--- src/rtl/instr_fetch_decode_if.sv ---
// Bus bundle between the fetch/decode controller, its instruction memory and
// the ALU/register-file datapath.
interface instr_fetch_decode_if #(
  parameter int PC_W = 8
);
  logic [PC_W-1:0] imem_addr;
  logic [7:0]      imem_data;
  logic [7:0]      f;
  logic            ovf;
  logic            take_branch;
  logic            wr_en;
  logic [1:0]      wr_addr;
  logic [8:0]      wr_data;
  logic [1:0]      rd0_addr;
  logic [1:0]      rd1_addr;
  logic [1:0]      alusrc1;
  logic [1:0]      alusrc2;
  logic [7:0]      instr_i;
  logic [2:0]      s;

  modport master (
    output imem_addr, wr_en, wr_addr, wr_data, rd0_addr, rd1_addr,
           alusrc1, alusrc2, instr_i, s,
    input  imem_data, f, ovf, take_branch
  );

  modport slave (
    input  imem_addr, wr_en, wr_addr, wr_data, rd0_addr, rd1_addr,
           alusrc1, alusrc2, instr_i, s,
    output imem_data, f, ovf, take_branch
  );
endinterface

--- src/rtl/instr_fetch_decode.sv ---
// Multi-cycle fetch/decode/sequencing controller: fetches 1- or 2-byte
// instructions, steers the datapath, writes back {ovf,f} and resolves branches.
module instr_fetch_decode #(
  parameter int              PC_W     = 8,
  parameter logic [PC_W-1:0] RESET_PC = '0
) (
  input  logic                 clk,
  input  logic                 rst_n,
  input  logic                 i_run,
  output logic                 o_busy,
  instr_fetch_decode_if.master bus
);

  typedef enum logic [2:0] {
    S_IDLE    = 3'd0,
    S_FETCH   = 3'd1,
    S_DECODE  = 3'd2,
    S_IMM_REQ = 3'd3,
    S_IMM_LAT = 3'd4,
    S_EXEC    = 3'd5,
    S_WB      = 3'd6
  } state_t;

  localparam logic [PC_W-1:0] PC_ONE = {{(PC_W-1){1'b0}}, 1'b1};

  state_t          r_state;
  state_t          w_state_nxt;
  logic [PC_W-1:0] r_pc;
  logic [PC_W-1:0] w_pc_nxt;
  logic [7:0]      r_ir;
  logic [7:0]      r_imm;
  logic [8:0]      r_res;
  logic            r_tb;
  logic [PC_W-1:0] r_imem_addr;
  logic            r_wr_en;
  logic [1:0]      r_wr_addr;
  logic [1:0]      r_rd0_addr;
  logic [1:0]      r_rd1_addr;
  logic [1:0]      r_alusrc1;
  logic [1:0]      r_alusrc2;
  logic [2:0]      r_s;
  logic            r_busy;

  logic [7:0]      w_ir;
  logic            w_is_br;
  logic            w_two;
  logic [PC_W-1:0] w_imm_pc;
  logic [1:0]      w_alusrc1;
  logic [1:0]      w_alusrc2;

  // In DECODE the instruction is still on the memory bus, one edge before it lands in r_ir.
  assign w_ir      = (r_state == S_DECODE) ? bus.imem_data : r_ir;
  assign w_is_br   = (w_ir[7:6] == 2'b11);
  assign w_two     = w_is_br || w_ir[0];
  assign w_imm_pc  = PC_W'(r_imm);
  assign w_alusrc1 = (!w_is_br && w_ir[0] && (w_ir[7:5] == 3'd0)) ? 2'd1 : 2'd0;
  assign w_alusrc2 = (!w_is_br && w_ir[0]) ? 2'd1 : 2'd0;

  always_ff @(posedge clk or negedge rst_n) begin
    if (!rst_n) begin
      r_state <= S_IDLE;
    end else begin
      r_state <= w_state_nxt;
    end
  end

  always_comb begin
    w_state_nxt = r_state;
    w_pc_nxt    = r_pc;
    case (r_state)
      S_IDLE: begin
        if (i_run) w_state_nxt = S_FETCH;
        else       w_state_nxt = S_IDLE;
      end
      S_FETCH: w_state_nxt = S_DECODE;
      S_DECODE: begin
        w_pc_nxt = r_pc + PC_ONE;
        if (w_two) w_state_nxt = S_IMM_REQ;
        else       w_state_nxt = S_EXEC;
      end
      S_IMM_REQ: w_state_nxt = S_IMM_LAT;
      S_IMM_LAT: begin
        w_pc_nxt    = r_pc + PC_ONE;
        w_state_nxt = S_EXEC;
      end
      S_EXEC: w_state_nxt = S_WB;
      S_WB: begin
        if (w_is_br && r_tb) w_pc_nxt = w_imm_pc;
        else                 w_pc_nxt = r_pc;
        if (i_run) w_state_nxt = S_FETCH;
        else       w_state_nxt = S_IDLE;
      end
      default: w_state_nxt = S_IDLE;
    endcase
  end

  // Datapath-facing registers; every output is loaded one edge ahead of the state that uses it.
  always_ff @(posedge clk or negedge rst_n) begin
    if (!rst_n) begin
      r_pc        <= RESET_PC;
      r_ir        <= 8'h00;
      r_imm       <= 8'h00;
      r_res       <= 9'h000;
      r_tb        <= 1'b0;
      r_imem_addr <= '0;
      r_wr_en     <= 1'b0;
      r_wr_addr   <= 2'd0;
      r_rd0_addr  <= 2'd0;
      r_rd1_addr  <= 2'd0;
      r_alusrc1   <= 2'd0;
      r_alusrc2   <= 2'd0;
      r_s         <= 3'd0;
      r_busy      <= 1'b0;
    end else begin
      r_pc    <= w_pc_nxt;
      r_wr_en <= (w_state_nxt == S_WB) && !w_is_br;
      r_busy  <= (w_state_nxt != S_IDLE);
      if (r_state == S_DECODE) begin
        r_ir <= bus.imem_data;
      end
      if (r_state == S_IMM_LAT) begin
        r_imm <= bus.imem_data;
      end
      if (r_state == S_EXEC) begin
        r_res <= {bus.ovf, bus.f};
        r_tb  <= bus.take_branch;
      end
      if ((w_state_nxt == S_FETCH) || (w_state_nxt == S_IMM_REQ)) begin
        r_imem_addr <= w_pc_nxt;
      end
      if (w_state_nxt == S_EXEC) begin
        r_rd0_addr <= w_ir[4:3];
        r_rd1_addr <= w_ir[2:1];
        r_wr_addr  <= w_ir[4:3];
        r_s        <= w_ir[7:5];
        r_alusrc1  <= w_alusrc1;
        r_alusrc2  <= w_alusrc2;
      end
    end
  end

  assign bus.imem_addr = r_imem_addr;
  assign bus.wr_en     = r_wr_en;
  assign bus.wr_addr   = r_wr_addr;
  assign bus.wr_data   = r_res;
  assign bus.rd0_addr  = r_rd0_addr;
  assign bus.rd1_addr  = r_rd1_addr;
  assign bus.alusrc1   = r_alusrc1;
  assign bus.alusrc2   = r_alusrc2;
  assign bus.instr_i   = r_imm;
  assign bus.s         = r_s;
  assign o_busy        = r_busy;

endmodule

--- src/flat_wrapper.sv ---
// flat-port wrapper written by rule: the top's interface ports become plain ports
module instr_fetch_decode_flat 
#(
  parameter int              PC_W     = 8,
  parameter logic [PC_W-1:0] RESET_PC = '0
)
  (clk, rst_n, i_run, o_busy, bus_imem_addr, bus_wr_en, bus_wr_addr, bus_wr_data, bus_rd0_addr, bus_rd1_addr, bus_alusrc1, bus_alusrc2, bus_instr_i, bus_s, bus_imem_data, bus_f, bus_ovf, bus_take_branch);
  instr_fetch_decode_if #(.PC_W(PC_W)) bus_i ();
  input  logic clk;
  input  logic rst_n;
  input  logic i_run;
  output logic o_busy;
  output wire logic [$bits(bus_i.imem_addr)-1:0] bus_imem_addr;
  output wire logic [$bits(bus_i.wr_en)-1:0] bus_wr_en;
  output wire logic [$bits(bus_i.wr_addr)-1:0] bus_wr_addr;
  output wire logic [$bits(bus_i.wr_data)-1:0] bus_wr_data;
  output wire logic [$bits(bus_i.rd0_addr)-1:0] bus_rd0_addr;
  output wire logic [$bits(bus_i.rd1_addr)-1:0] bus_rd1_addr;
  output wire logic [$bits(bus_i.alusrc1)-1:0] bus_alusrc1;
  output wire logic [$bits(bus_i.alusrc2)-1:0] bus_alusrc2;
  output wire logic [$bits(bus_i.instr_i)-1:0] bus_instr_i;
  output wire logic [$bits(bus_i.s)-1:0] bus_s;
  input wire logic [$bits(bus_i.imem_data)-1:0] bus_imem_data;
  input wire logic [$bits(bus_i.f)-1:0] bus_f;
  input wire logic [$bits(bus_i.ovf)-1:0] bus_ovf;
  input wire logic [$bits(bus_i.take_branch)-1:0] bus_take_branch;
  assign bus_imem_addr = bus_i.imem_addr;
  assign bus_wr_en = bus_i.wr_en;
  assign bus_wr_addr = bus_i.wr_addr;
  assign bus_wr_data = bus_i.wr_data;
  assign bus_rd0_addr = bus_i.rd0_addr;
  assign bus_rd1_addr = bus_i.rd1_addr;
  assign bus_alusrc1 = bus_i.alusrc1;
  assign bus_alusrc2 = bus_i.alusrc2;
  assign bus_instr_i = bus_i.instr_i;
  assign bus_s = bus_i.s;
  assign bus_i.imem_data = bus_imem_data;
  assign bus_i.f = bus_f;
  assign bus_i.ovf = bus_ovf;
  assign bus_i.take_branch = bus_take_branch;
  instr_fetch_decode #(.PC_W(PC_W), .RESET_PC(RESET_PC)) u_core (.clk(clk), .rst_n(rst_n), .i_run(i_run), .o_busy(o_busy), .bus(bus_i));
endmodule
--- config.mk ---
export PLATFORM = sky130hd
export DESIGN_NAME = instr_fetch_decode_flat
export DESIGN_NICKNAME = d
export VERILOG_FILES = /design/src/rtl/instr_fetch_decode_if.sv /design/src/rtl/instr_fetch_decode.sv /design/src/flat_wrapper.sv
export SDC_FILE = /design/constraint.sdc
export NUM_CORES = 1
export LEC_CHECK = 0
export ABC_AREA = 1
export CAP_MARGIN = 30
export CORE_MARGIN = 1
export CORE_UTILIZATION = 45
export DETAILED_ROUTE_END_ITERATION = 8
export HOLD_SLACK_MARGIN = 0.03
export PLACE_DENSITY = 0.76
export SLEW_MARGIN = 40
export SYNTH_ARGS = -nofsm -noshare
export SYNTH_HDL_FRONTEND = slang
export SYNTH_SLANG_ARGS = --single-unit
--- constraint.sdc ---
create_clock -name clk -period 1.4 [get_ports clk]
set_clock_uncertainty 0.05 [all_clocks]
set_input_delay 0.28 -clock clk [delete_from_list [all_inputs] [get_ports clk]]
set_output_delay 0.28 -clock clk [all_outputs]
set_load 0.02 [all_outputs]
# Word level (Yosys, flattened, before mapping)
# Index checks and enable logic that the tools add are counted.
totals:
  register_bits: 58
  latchBits: 0
  ram_bits: 0
  rom_bits: 0
  inputBits: 21
  elab_cells: 46
  mem_count: 0
op_classes:
  add_sub_neg: 1
  mul: 0
  n_div: 0
  n_lt_le_gt_ge: 0
  eq_ne: 11
  shift: 0
  n_mux: 8
  n_bitwise: 0
  reduce_logical: 12
op_table:
  columns: ["cell", "count"]
  rows:
  - ["3-bit case mux with 6 select lines", 1]
  - ["8-bit two-way mux", 2]
  - ["8-bit case mux with 2 select lines", 1]
  - ["3-bit == test, second input constant", 5]
  - ["3-bit by 2-bit == test with 1-bit output, second input constant", 3]
  - ["8-bit by 1-bit adder with 8-bit output, second input constant", 1]
  - ["3-bit by 1-bit == test with 1-bit output, second input constant", 2]
  - ["3-bit logical NOT", 2]
  - ["1-bit logical AND", 4]
  - ["2-bit OR reduction", 2]
  - ["1-bit two-way mux", 3]
  - ["3-bit two-way mux", 1]
  - ["3-bit nonzero test", 1]
  - ["2-bit == test, second input constant", 1]
  - ["1-bit logical OR", 2]
  - ["1-bit logical NOT", 1]

# Logic depth before layout (Yosys ltp)
logic_depth:
  ltp_word: 8
  depth_mapped: 12
  mapped_depth_nobuf: 12

# Worst setup path after synthesis
# No wires, ideal clock.
synth_timing:
  kind: "register to register"
  start: "register u_core.r_state[0]"
  end: "register u_core.r_imem_addr[2] (netlist: u_core.bus.imem_addr[2])"
  setup_ns: 0.117
  arrival_ns: 1.391
  required_ns: 1.233
  setup_slack_ns: -0.158
  stages_incl_launch_ff: 13
  path_buffers: 0
  period_less_slack_ns: 1.558
  cell_sequence: "dfrtp_1 > clkinv_2 > nand2_1 > nor2_1 > nand2_1 > nand2_4 > nand2_2 > nand2_2 > nand3_4 > nand2_2 > nand2_2 > nand2_1 > nand2_1"
synth_between:
  elab_chain_cells: 8
  elab_cells_between_ends: 20
  cone_classes: "eq/ne (9); mux (5); reduce/logical (6)"
synth_lines:
  columns: ["element", "line_no", "source"]
  rows:
  - ["start: declaration", "instr_fetch_decode.sv:26", "state_t r_state;"]
  - ["start signal: assignment", "instr_fetch_decode.sv:63", "r_state <= w_state_nxt;"]
  - ["3-bit by 2-bit == test with 1-bit output *", "instr_fetch_decode.sv:52", "assign w_ir = (r_state == S_DECODE) ? bus.imem_data : r_ir;"]
  - ["8-bit two-way mux *", "instr_fetch_decode.sv:52", null]
  - ["net u_core.w_ir[6]", "instr_fetch_decode.sv:44", "logic [7:0] w_ir;"]
  - ["2-bit == test *", "instr_fetch_decode.sv:53", "assign w_is_br = (w_ir[7:6] == 2'b11);"]
  - ["1-bit logical OR", "instr_fetch_decode.sv:54", "assign w_two = w_is_br || w_ir[0];"]
  - ["3-bit two-way mux", "instr_fetch_decode.sv:78", "if (w_two) w_state_nxt = S_IMM_REQ;"]
  - ["3-bit case mux with 6 select lines", "instr_fetch_decode.sv:70", "case (r_state)"]
  - ["3-bit by 1-bit == test with 1-bit output / 3-bit by 2-bit == test with 1-bit output (equally long branches)", "instr_fetch_decode.sv:128", "if ((w_state_nxt == S_FETCH) || (w_state_nxt == S_IMM_REQ)) begin"]
  - ["1-bit logical OR", "instr_fetch_decode.sv:128", null]
  - ["end signal: assignment", "instr_fetch_decode.sv:129", "r_imem_addr <= w_pc_nxt;"]
  - ["end: declaration", "instr_fetch_decode.sv:34", "logic [PC_W-1:0] r_imem_addr;"]
# The timed path passes the listed nets; every way through them passes the cells marked *.
# A chain may end at the register's enable or synchronous reset.

# Worst setup path in the final report
layout_timing:
  start: "register u_core.r_state[0]"
  end: "register u_core.r_imem_addr[0] (netlist: u_core.bus.imem_addr[0])"
# The elaborated chain is that of the path after synthesis.

==> results by group <==
STA
  • Final hold violations: 0
  • Crit path time final: 1700 ps
  • Max Freq: 0.589 GHz
  • Period utilisation layout: 1.21
  • Final setup viols: 42
  • RSZ-0062 raised after global routing: yes
  • Final Max Slew Viols: 0
  • PnR worst setup slack: -298 ps
  • Total negative slack: -7840 ps

Global routing
  • Vias in the first global route: 2468
  • GRT overflow: 0
  • Initial antenna violation count: 0
  • GRT Total Usage: 0.243
  • Largest net degree at the start of global routing: 24
  • First-pass GRT wire length: 11.3 mm

Yosys
  • Sequential area share after synthesis: 0.547
  • Flops & latches, synth: 56
  • Post-Syn Area per Cell: 9.28 µm²
  • Main synth FF type: dfrtp_1
  • Synth top area share: 0.547
  • Count of different cell masters after synthesis: 27
  • Mapped Area: 2560 µm²
  • Post-synth top area cell: dfrtp_1
  • Post-Syn Instances: 276
  • Most common cell in the netlist: nand2_1
  • Post-synth EDFFs: 0
  • Share of flip-flops with an asynchronous set or reset: 1.00
  • YS warnings: 0
  • Top cells by area, synth: dfrtp_1 55%, nand2_1 12%, mux2_2 5.3%, inv_1 4.1%, nand3_1 3.7%
  • Commonest cells in the netlist: 83 x nand2_1, 56 x dfrtp_1, 28 x inv_1, 19 x nand3_1, 14 x o21ai_0

Route
  • DRC Markers: 0
  • Routed WL: 7.08 mm
  • Antenna viol nets, final: 0
  • Routed vias: 2297
  • DR vias/cell: 5.03
  • Pre-Repair DR Iteration Count: 4
  • WL/cell: 15.5 µm
  • Initial DRC count: 112

Pwr
  • Switching part of the total: 0.449
  • PwrDens: 2590 nW/µm²
  • Standby leakage power: 1.99 nW
  • Clock power frac: 0.090
  • Sw Pwr: 0.00462 W
  • Tot Pwr: 0.0103 W
  • Internal cell power: 0.00568 W
  • Flop pwr share: 0.285
  • Combinational Power Share: 0.625
  • Worst vdd ir: 1.21 mV

Cells and area
  • NumNets Final: 406
  • Diode count: 0
  • Share of post-route cells with drive strength above 1: 0.361
  • Syn-to-layout area delta: 55.6%
  • Fillers: 393

CTS
  • Worst skew pair latency: 320 ps
  • H-tree Lvls: 2
  • Clock root cell: clkbuf_8
  • CTS clk-pin slew, worst paths: 100 ps
  • CTS sink count: 56
  • CTS tree: built
  • CTS Buffer Depth: 2
  • TritonCTS Buffers: 5

Floorplan
  • Die area: 5990 µm²
  • Rows: 27
  • Starting Density: 0.465
  • Core Area: 5510 µm²
  • Die X: 77.4 µm
  • DIE HEIGHT: 77.4 µm
  • # IOs: 61

Critical path
  • Top delay family on crit path: simple AND/OR/NAND/NOR gates
  • Cell repeated most along the worst path: nand2_4
  • Worst setup EP type: flip-flop
  • RR Endpoint: u_core.bus.imem_addr[0]
  • Crit path cell chain: clkinv_4 -> nand2_4 -> nor2_4 -> nand2_2 -> nand2_4 -> nand2_4 -> nand2_4 -> nand3_4 -> a21oi_4 -> nand2_1 -> nand2_1
  • Critical Path RT: 1610 ps
  • CP arrival: 1910 ps
  • Crit path launch type: flip-flop
  • R2R cell count: 11
  • CP Class: reg2reg
  • Max incr delay on CP: 440 ps
  • Worst-case register-to-register setup slack: -300 ps
  • Reg2reg start: u_core.r_state[0]
  • Max Fanout on Critical Path: 8
  • Crit-path slowest cell: dfrtp_1
  • Buf/Inv on CP: 1

Placed design
  • Port Buffers: 58
  • RD Place Congestion: 0.872
  • Post-DP HPWL: 4.33 mm
  • Post-Place Worst Slack: -453 ps

Status
  • Outcome: finished with violations
  • Failing checks: negative setup slack

Job
  • Total of max-cap violations: 0

Hold path
  • Hold Path Class: in2async
==> layout by cell type, fill, tap and decap left out, types with 4 or more instances in the layout <==
cell	count
nand2_1	68
dfrtp_1	54
buf_4	28
inv_1	27
dlygate4sd2_1	20
clkdlybuf4s50_1	19
buf_6	16
clkdlybuf4s15_1	13
nand2_2	12
nand3_2	12
o21ai_0	11
mux2_2	11
nand2_4	9
nand4_1	8
nor2_1	7
nand3_1	7
o21ai_2	5
o21ai_1	5
clkbuf_8	5
clkinv_4	4
nand3_4	4
clkbuf_2	4
==> sequential cells by signal (all words and copies together) (netlist names), 2 cells and up <==
| name | flops |
|---|---|
| u_core.r_ir | 8 |
| u_core.bus.s | 3 |
| u_core.bus.instr_i | 8 |
| u_core.bus.wr_data | 9 |
| u_core.bus.imem_addr | 8 |
| u_core.bus.wr_addr | 2 |
| u_core.bus.rd1_addr | 2 |
| u_core.r_state | 3 |
| u_core.r_pc | 8 |
==> what timing repair did <==
action                                  4_1_cts  5_1_grt
hold endpoints to repair                     10        0
gates resized for setup                      97       42
endpoints found under the setup margin       79       65
pin swaps                                    21       18
hold buffers                                  1        0
buffers inserted                             15        7
gates cloned                                  2        0
==> power groups by stage <==
stage               Clock [W]  Sequential, W  Combinational [W]
finish               0.000926        0.00294            0.00644
global route         0.000995        0.00302            0.00694
CTS                  0.000945        0.00288            0.00588
floorplan                   0        0.00339            0.00253
global placement            0        0.00287            0.00512
detailed placement          0        0.00290            0.00523
==> per-layer routing <==
metal  routed length (µm)  share of wire  vias to the layer above  global-route usage
met5                    0              0                        -                   0
met4                  212          0.030                        0              0.0943
met3                  312          0.044                       22              0.0518
met2                 3810           0.54                       72               0.440
met1                 2750           0.39                     1109               0.278
li1                     -              -                     1094                   -
==> per-stage QoR <==
stage                     utilization  cell area [µm²]  hold WS, ps  instances
after floorplan                     -             2600        -65.6        277
after global placement          0.627             3450          137        427
after detailed placement        0.627             3450          142        427
after CTS                       0.700             3850          324        452
after global routing            0.723             3980          363        457
final                           0.723             3980          331        457
==> final cells by class <==
class                   count  area, µm²  area share
well taps                  72       90.1      0.0226
clock inverters             3       26.3     0.00660
multi-input cells         181       1220       0.305
clock buffers               5       68.8      0.0173
repair buffers            109       1050       0.264
inverters                  31        129      0.0323
flip-flops and latches     56       1400       0.352
==> logic make-up (layout without fill, tap and decap cells) <==
kind of cell,after synthesis,in the layout,share of synthesized area
AOI/OAI and AO/OA,29,29,0.0660
buffers and inverters,41,148,0.0753
xor gates and xnor gates,1,1,0.00342
adders and majority gates,1,1,0.00489
DFF,56,56,0.547
other,1,2,0.00146
muxes,12,12,0.0528
and+or+nand+nor,135,136,0.249
==> worst max-delay path by stage <==
stage	endpoint	slack [ps]	from	cells past startpoint
floorplan	u_core.bus.alusrc1[0]	-100	u_core.r_state[2]	11
global placement	u_core.bus.imem_addr[2]	-440	bus_imem_data[7]	9
detailed placement	u_core.bus.imem_addr[2]	-450	bus_imem_data[7]	9
CTS	u_core.bus.imem_addr[0]	-260	u_core.r_state[2]	9
global route	u_core.bus.imem_addr[5]	-380	u_core.r_state[0]	10
finish	u_core.bus.imem_addr[0]	-300	u_core.r_state[0]	11
Note: power is estimated with default switching activity, not from simulation.
